===== src/rtl/gray_rx_decoder.sv =====
// gray_rx_decoder
//   Receives a Gray-coded value that changes asynchronously to clk. The value is
//   passed through a synchroniser chain and converted back to binary. Each
//   accepted change is classified as an up step, a down step, or an illegal
//   multi-bit jump. The block keeps a wrapping signed position count and a
//   saturating error count.
// Ports
//   clk        rising-edge clock
//   rst        asynchronous active-high reset
//   g_in       Gray input (asynchronous to clk)
//   pos_clr    synchronous clear of pos_cnt (wins over a simultaneous step)
//   bin_out    binary value of the last accepted Gray sample
//   step_valid one-cycle pulse for a legal single-bit step
//   step_dir   1 = up, 0 = down; meaningful only with step_valid
//   err        one-cycle pulse for a change of more than one bit
//   locked     set once the first sample after reset has been captured
//   pos_cnt    signed step count, wraps
//   err_cnt    error pulse count, saturates at all-ones
module gray_rx_decoder #(
  parameter int WIDTH       = 3,
  parameter int SYNC_STAGES = 2,
  parameter int POS_W       = 8,
  parameter int ERR_W       = 4
) (
  input  logic                    clk,
  input  logic                    rst,
  input  logic [WIDTH-1:0]        g_in,
  input  logic                    pos_clr,
  output logic [WIDTH-1:0]        bin_out,
  output logic                    step_valid,
  output logic                    step_dir,
  output logic                    err,
  output logic                    locked,
  output logic signed [POS_W-1:0] pos_cnt,
  output logic [ERR_W-1:0]        err_cnt
);

  localparam int PCW = $clog2(SYNC_STAGES + 1);
  localparam int DCW = $clog2(WIDTH + 1);

  typedef enum logic {PRIME, TRACK} state_t;

  function automatic logic [WIDTH-1:0] gray2bin(input logic [WIDTH-1:0] g);
    logic [WIDTH-1:0] b;
    b[WIDTH-1] = g[WIDTH-1];
    for (int i = WIDTH - 2; i >= 0; i--) begin
      b[i] = b[i+1] ^ g[i];
    end
    return b;
  endfunction

  function automatic logic [DCW-1:0] popcount(input logic [WIDTH-1:0] v);
    logic [DCW-1:0] c;
    c = '0;
    for (int i = 0; i < WIDTH; i++) begin
      c = c + DCW'(v[i]);
    end
    return c;
  endfunction

  function automatic logic [ERR_W-1:0] sat_inc(input logic [ERR_W-1:0] v);
    return (v == {ERR_W{1'b1}}) ? v : v + ERR_W'(1);
  endfunction

  logic [WIDTH-1:0] sync_p [SYNC_STAGES];
  logic [WIDTH-1:0] g_s;
  logic [WIDTH-1:0] b_s;
  logic [WIDTH-1:0] g_prev;
  logic [DCW-1:0]   diff_cnt;
  logic             step_up;

  state_t           state, state_nxt;
  logic [PCW-1:0]   prime_cnt, prime_nxt;
  logic             load_en, step_en, err_en, lock_en;

  // Synchroniser chain on the asynchronous Gray input
  always_ff @(posedge clk or posedge rst) begin
    if (rst) begin
      for (int i = 0; i < SYNC_STAGES; i++) sync_p[i] <= '0;
    end else begin
      sync_p[0] <= g_in;
      for (int i = 1; i < SYNC_STAGES; i++) sync_p[i] <= sync_p[i-1];
    end
  end

  assign g_s      = sync_p[SYNC_STAGES-1];
  assign b_s      = gray2bin(g_s);
  assign diff_cnt = popcount(g_s ^ g_prev);
  // Up means the new binary value is exactly one more than the held one, modulo 2^WIDTH
  assign step_up  = (b_s == bin_out + WIDTH'(1));

  always_ff @(posedge clk or posedge rst) begin
    if (rst) begin
      state     <= PRIME;
      prime_cnt <= '0;
    end else begin
      state     <= state_nxt;
      prime_cnt <= prime_nxt;
    end
  end

  // PRIME waits for the chain to hold real samples before the first load;
  // that load only establishes the reference and is never counted.
  always_comb begin
    state_nxt = state;
    prime_nxt = prime_cnt;
    load_en   = 1'b0;
    step_en   = 1'b0;
    err_en    = 1'b0;
    lock_en   = 1'b0;
    case (state)
      PRIME: begin
        if (prime_cnt == PCW'(SYNC_STAGES)) begin
          load_en   = 1'b1;
          lock_en   = 1'b1;
          state_nxt = TRACK;
        end else begin
          prime_nxt = prime_cnt + PCW'(1);
        end
      end
      TRACK: begin
        if (diff_cnt == DCW'(1)) begin
          load_en = 1'b1;
          step_en = 1'b1;
        end else if (diff_cnt != '0) begin
          load_en = 1'b1;
          err_en  = 1'b1;
        end
      end
      default: state_nxt = PRIME;
    endcase
  end

  // Output / counter stage
  always_ff @(posedge clk or posedge rst) begin
    if (rst) begin
      g_prev     <= '0;
      bin_out    <= '0;
      step_valid <= 1'b0;
      step_dir   <= 1'b0;
      err        <= 1'b0;
      locked     <= 1'b0;
      pos_cnt    <= '0;
      err_cnt    <= '0;
    end else begin
      step_valid <= step_en;
      step_dir   <= step_en & step_up;
      err        <= err_en;
      if (lock_en) locked <= 1'b1;
      if (load_en) begin
        g_prev  <= g_s;
        bin_out <= b_s;
      end
      if (pos_clr) begin
        pos_cnt <= '0;
      end else if (step_en) begin
        pos_cnt <= step_up ? pos_cnt + POS_W'(1) : pos_cnt - POS_W'(1);
      end
      if (err_en) err_cnt <= sat_inc(err_cnt);
    end
  end

endmodule


===== config.mk =====
export PLATFORM = sky130hd
export DESIGN_NAME = gray_rx_decoder
export DESIGN_NICKNAME = d
export VERILOG_FILES = /design/src/rtl/gray_rx_decoder.sv
export SDC_FILE = /design/constraint.sdc
export NUM_CORES = 1
export LEC_CHECK = 0
export BUFFER_PORTS_ARGS = -buffer_cell sky130_fd_sc_hd__clkbuf_2
export CAP_MARGIN = 5
export CORE_ASPECT_RATIO = 2
export CORE_MARGIN = 3
export CORE_UTILIZATION = 45
export DETAILED_ROUTE_END_ITERATION = 6
export GPL_TIMING_DRIVEN = 0
export PLACE_DENSITY = 0.68
export SLEW_MARGIN = 40
export SYNTH_ARGS = -nofsm -noshare
export SYNTH_HDL_FRONTEND = slang
export SYNTH_SLANG_ARGS = --single-unit

===== constraint.sdc =====
create_clock -name clk -period 3.1 [get_ports clk]
set_clock_uncertainty 0.15 [all_clocks]
set_input_delay 0 -clock clk [delete_from_list [all_inputs] [get_ports clk]]
set_output_delay 0 -clock clk [all_outputs]
set_load 0.05 [all_outputs]

==> impl_metrics.ini <==
[status]
outcome = complete, no violations

[sta]
finalSetupViolations = 0
slew_headroom_pct = 59.5
slew_viol_final = 0
rsz0062_at_grt = yes
hold_viol = 0
tightest_slew_ps = 607
timing.fmax_ghz = 0.329
setup_tns_ps = 0
worst_slack_ps = 62.0
period_needed_ps = 3040
finalCritPeriodShare_pct = 98.0

[finish]
final_core_util_pct = 64.5
antennaDiodeCount = 0
area_growth_pct = 35.4
drive_above_1_share_pct = 38.7
final_net_count = 210

[routing]
routed_wl_um = 3250
drcViolationCount = 0
vias = 1209
first_pass_iters = 4
avgViaCountPerCell = 5.37
drt_iter0_markers = 12
ant_nets = 0
avgRoutedWirePerCell_um = 14.4

[global_routing]
track_usage_pct = 17.7
antenna_found_initial = 0
overflow = 0
grt_pass1_vias = 1283
grt_pass1_wl_um = 5290
grt_start_max_net_pins = 31

[critical_path]
cp_common_cell = ha_4
crit_fanout = 6
critPathMaxStageDelay_ps = 450
startpoint_type = flip-flop
cp.required_ps = 3110
r2r_start = bin_out[0]$_DFFE_PP0P_
path_class = flip-flop to flip-flop
end_kind = flip-flop
rr_endpoint = pos_cnt[7]$_DFFE_PP0P_
cp_slowest_cell = dfrtp_2
cp.arrival_ps = 3050
rrSetupSlack_ps = 60
ff2ff_path_depth = 12
path_cells = ha_4, or3_4, a211oi_4, nor2_4, buf_6, ha_4, a21oi_2, nand2_1, o21ai_2, nor3_2, nor3b_2, mux2_4

[logic_synthesis]
yosysSeqAreaShare_pct = 48.8
syn_nets = 164
synth_cells = 147
avgSynthCellArea_sq_um = 10.5
yosys.cell_types.count = 32
yosys_register_bits = 30
syn_area_sq_um = 1540
yosys_warnings = 0

[floorplanning]
initial_utilization_pct = 47.7
die_y_um = 88.7
fp.dieW_um = 47.4
core.rowCount = 29
die_area_sq_um = 4200
ios = 25
core_area_sq_um = 3230

[run]
max_cap_viol_count = 0

[cts]
cts_max_level = 2
cts-root-buf = clkbuf_8
clock_path_buffers = 2
cts_tree = built
cts_buffers = 5
clk_pin_slew_ps = 60
clock_sinks = 30
clk_latency_ps = 280

[place]
io_buffers = 24
pre_cts_slack_ps = -155
place.gp.congestion = 0.740
dp_hpwl_um = 2240

[worst_hold_path]
hold_path.class = input port to asynchronous set/reset pin
sequential cells by signal (all words and copies together), names as in the netlist:
register	cells
state	1
step_valid	1
prime_cnt	2
sync_p	3
g_prev	2
locked	1
bin_out	3
err	1
err_cnt	4
step_dir	1
g_s	3
pos_cnt	8
what timing repair did:
action                                  CTS  global route
resized for setup                        12            17
endpoints found under the hold margin    35             0
pin swaps                                 8            12
hold buffers                              5             0
setup buffers                             7             3
endpoints found under the setup margin    2             3
layer usage:
| layer | global-route usage (%) | wire, um |
|---|---|---|
| met5 | 0 | 0 |
| met4 | 7.05 | 57 |
| met3 | 4.28 | 88 |
| met2 | 34.4 | 2010 |
| met1 | 15.6 | 1090 |
layout by cell type (no fill, tap or decap), types with 6 or more instances in the layout:
| master | instances |
|---|---|
| clkbuf_2 | 24 |
| ha_4 | 6 |
| xnor2_1 | 6 |
| clkbuf_8 | 6 |
| nor2_1 | 14 |
| a21oi_1 | 9 |
| buf_4 | 9 |
| nand2_1 | 8 |
| inv_1 | 9 |
| dfrtp_1 | 28 |
critical path: cells and delay by family, from the launching register on:
kind | cells | cell delay [ps]
AO/OA/AOI/OAI | 3 | 570
adder cells (fa/ha/maj) | 2 | 480
buffers and inverters | 1 | 140
flip-flops | 1 | 450
multiplexers | 1 | 320
AND/OR/NAND/NOR | 5 | 800
cells in the mapped netlist:
library cell | n | share of area (%)
dfrtp_1 | 30 | 49
a211oi_1 | 2 | 0.98
inv_1 | 10 | 2.4
nor3b_2 | 1 | 0.81
o31a_1 | 1 | 0.57
nand3b_2 | 1 | 0.73
or2_2 | 1 | 0.41
nor2b_1 | 5 | 2.0
o21ai_0 | 6 | 2.0
mux2_2 | 5 | 3.7
nor2_1 | 16 | 3.9
nand2_1 | 8 | 2.0
a211oi_2 | 1 | 0.81
ha_1 | 9 | 7.3
or3_1 | 2 | 0.81
a21boi_0 | 1 | 0.49
nor3_1 | 3 | 0.98
buf_4 | 1 | 0.49
xor2_1 | 5 | 2.8
and2_1 | 1 | 0.41
clkbuf_1 | 3 | 0.73
nand4_1 | 1 | 0.41
a21o_1 | 2 | 0.98
mux2_4 | 1 | 0.98
xnor2_1 | 7 | 4.0
a31oi_1 | 2 | 0.81
a21oi_1 | 10 | 3.3
fa_1 | 2 | 2.6
or4_1 | 1 | 0.49
nor4b_1 | 2 | 1.1
nand3_1 | 5 | 1.6
o21ai_1 | 2 | 0.65
worst max-delay path by stage:
stage                        endpoint                   start  cells after the start  slack, ps
2_1_floorplan  pos_cnt[7]$_DFFE_PP0P_  bin_out[0]$_DFFE_PP0P_                     11         30
3_3_place_gp   pos_cnt[6]$_DFFE_PP0P_  bin_out[1]$_DFFE_PP0P_                     11        -50
3_5_place_dp   pos_cnt[6]$_DFFE_PP0P_  bin_out[1]$_DFFE_PP0P_                     11       -160
4_1_cts        pos_cnt[7]$_DFFE_PP0P_  bin_out[1]$_DFFE_PP0P_                     12        0.8
5_1_grt        pos_cnt[7]$_DFFE_PP0P_  bin_out[0]$_DFFE_PP0P_                     12        -80
6_report       pos_cnt[7]$_DFFE_PP0P_  bin_out[0]$_DFFE_PP0P_                     12         60
cell families (layout without fill, tap and decap cells):
group           count (synthesis)  count (layout)  synth area share (%)
compound gates                 27              27                  10.5
xor+xnor                       12              12                  6.83
fa+ha+maj                      11              11                  9.92
buf+inv                        14              61                  3.66
flops                          30              30                  48.8
mux                             6               6                  4.63
simple gates                   47              47                  15.7
cell type report:
type / instances / area (sq um)
plain buffers: 4 / 18.8
fillers: 271 / 1150
flip-flops and latches: 30 / 753
inverters: 10 / 37.5
clock buffers: 7 / 86.3
repair buffers: 39 / 253
multi-input cells: 103 / 891
well taps: 31 / 38.8
clock inverters: 1 / 5.00
per-stage QoR:
step           cell area [sq um]  std cells  hold WS (ps)
6_report                    2080        225           178
5_1_grt                     2080        225           206
4_1_cts                     1980        222           203
3_5_place_dp                1720        202         -52.4
3_3_place_gp                1720        202         -39.6
2_1_floorplan               1560        147          -119
Power is left out: the tool's default activity adds up to more than one toggle a clock period on the data nets, which glitch-free logic cannot reach.
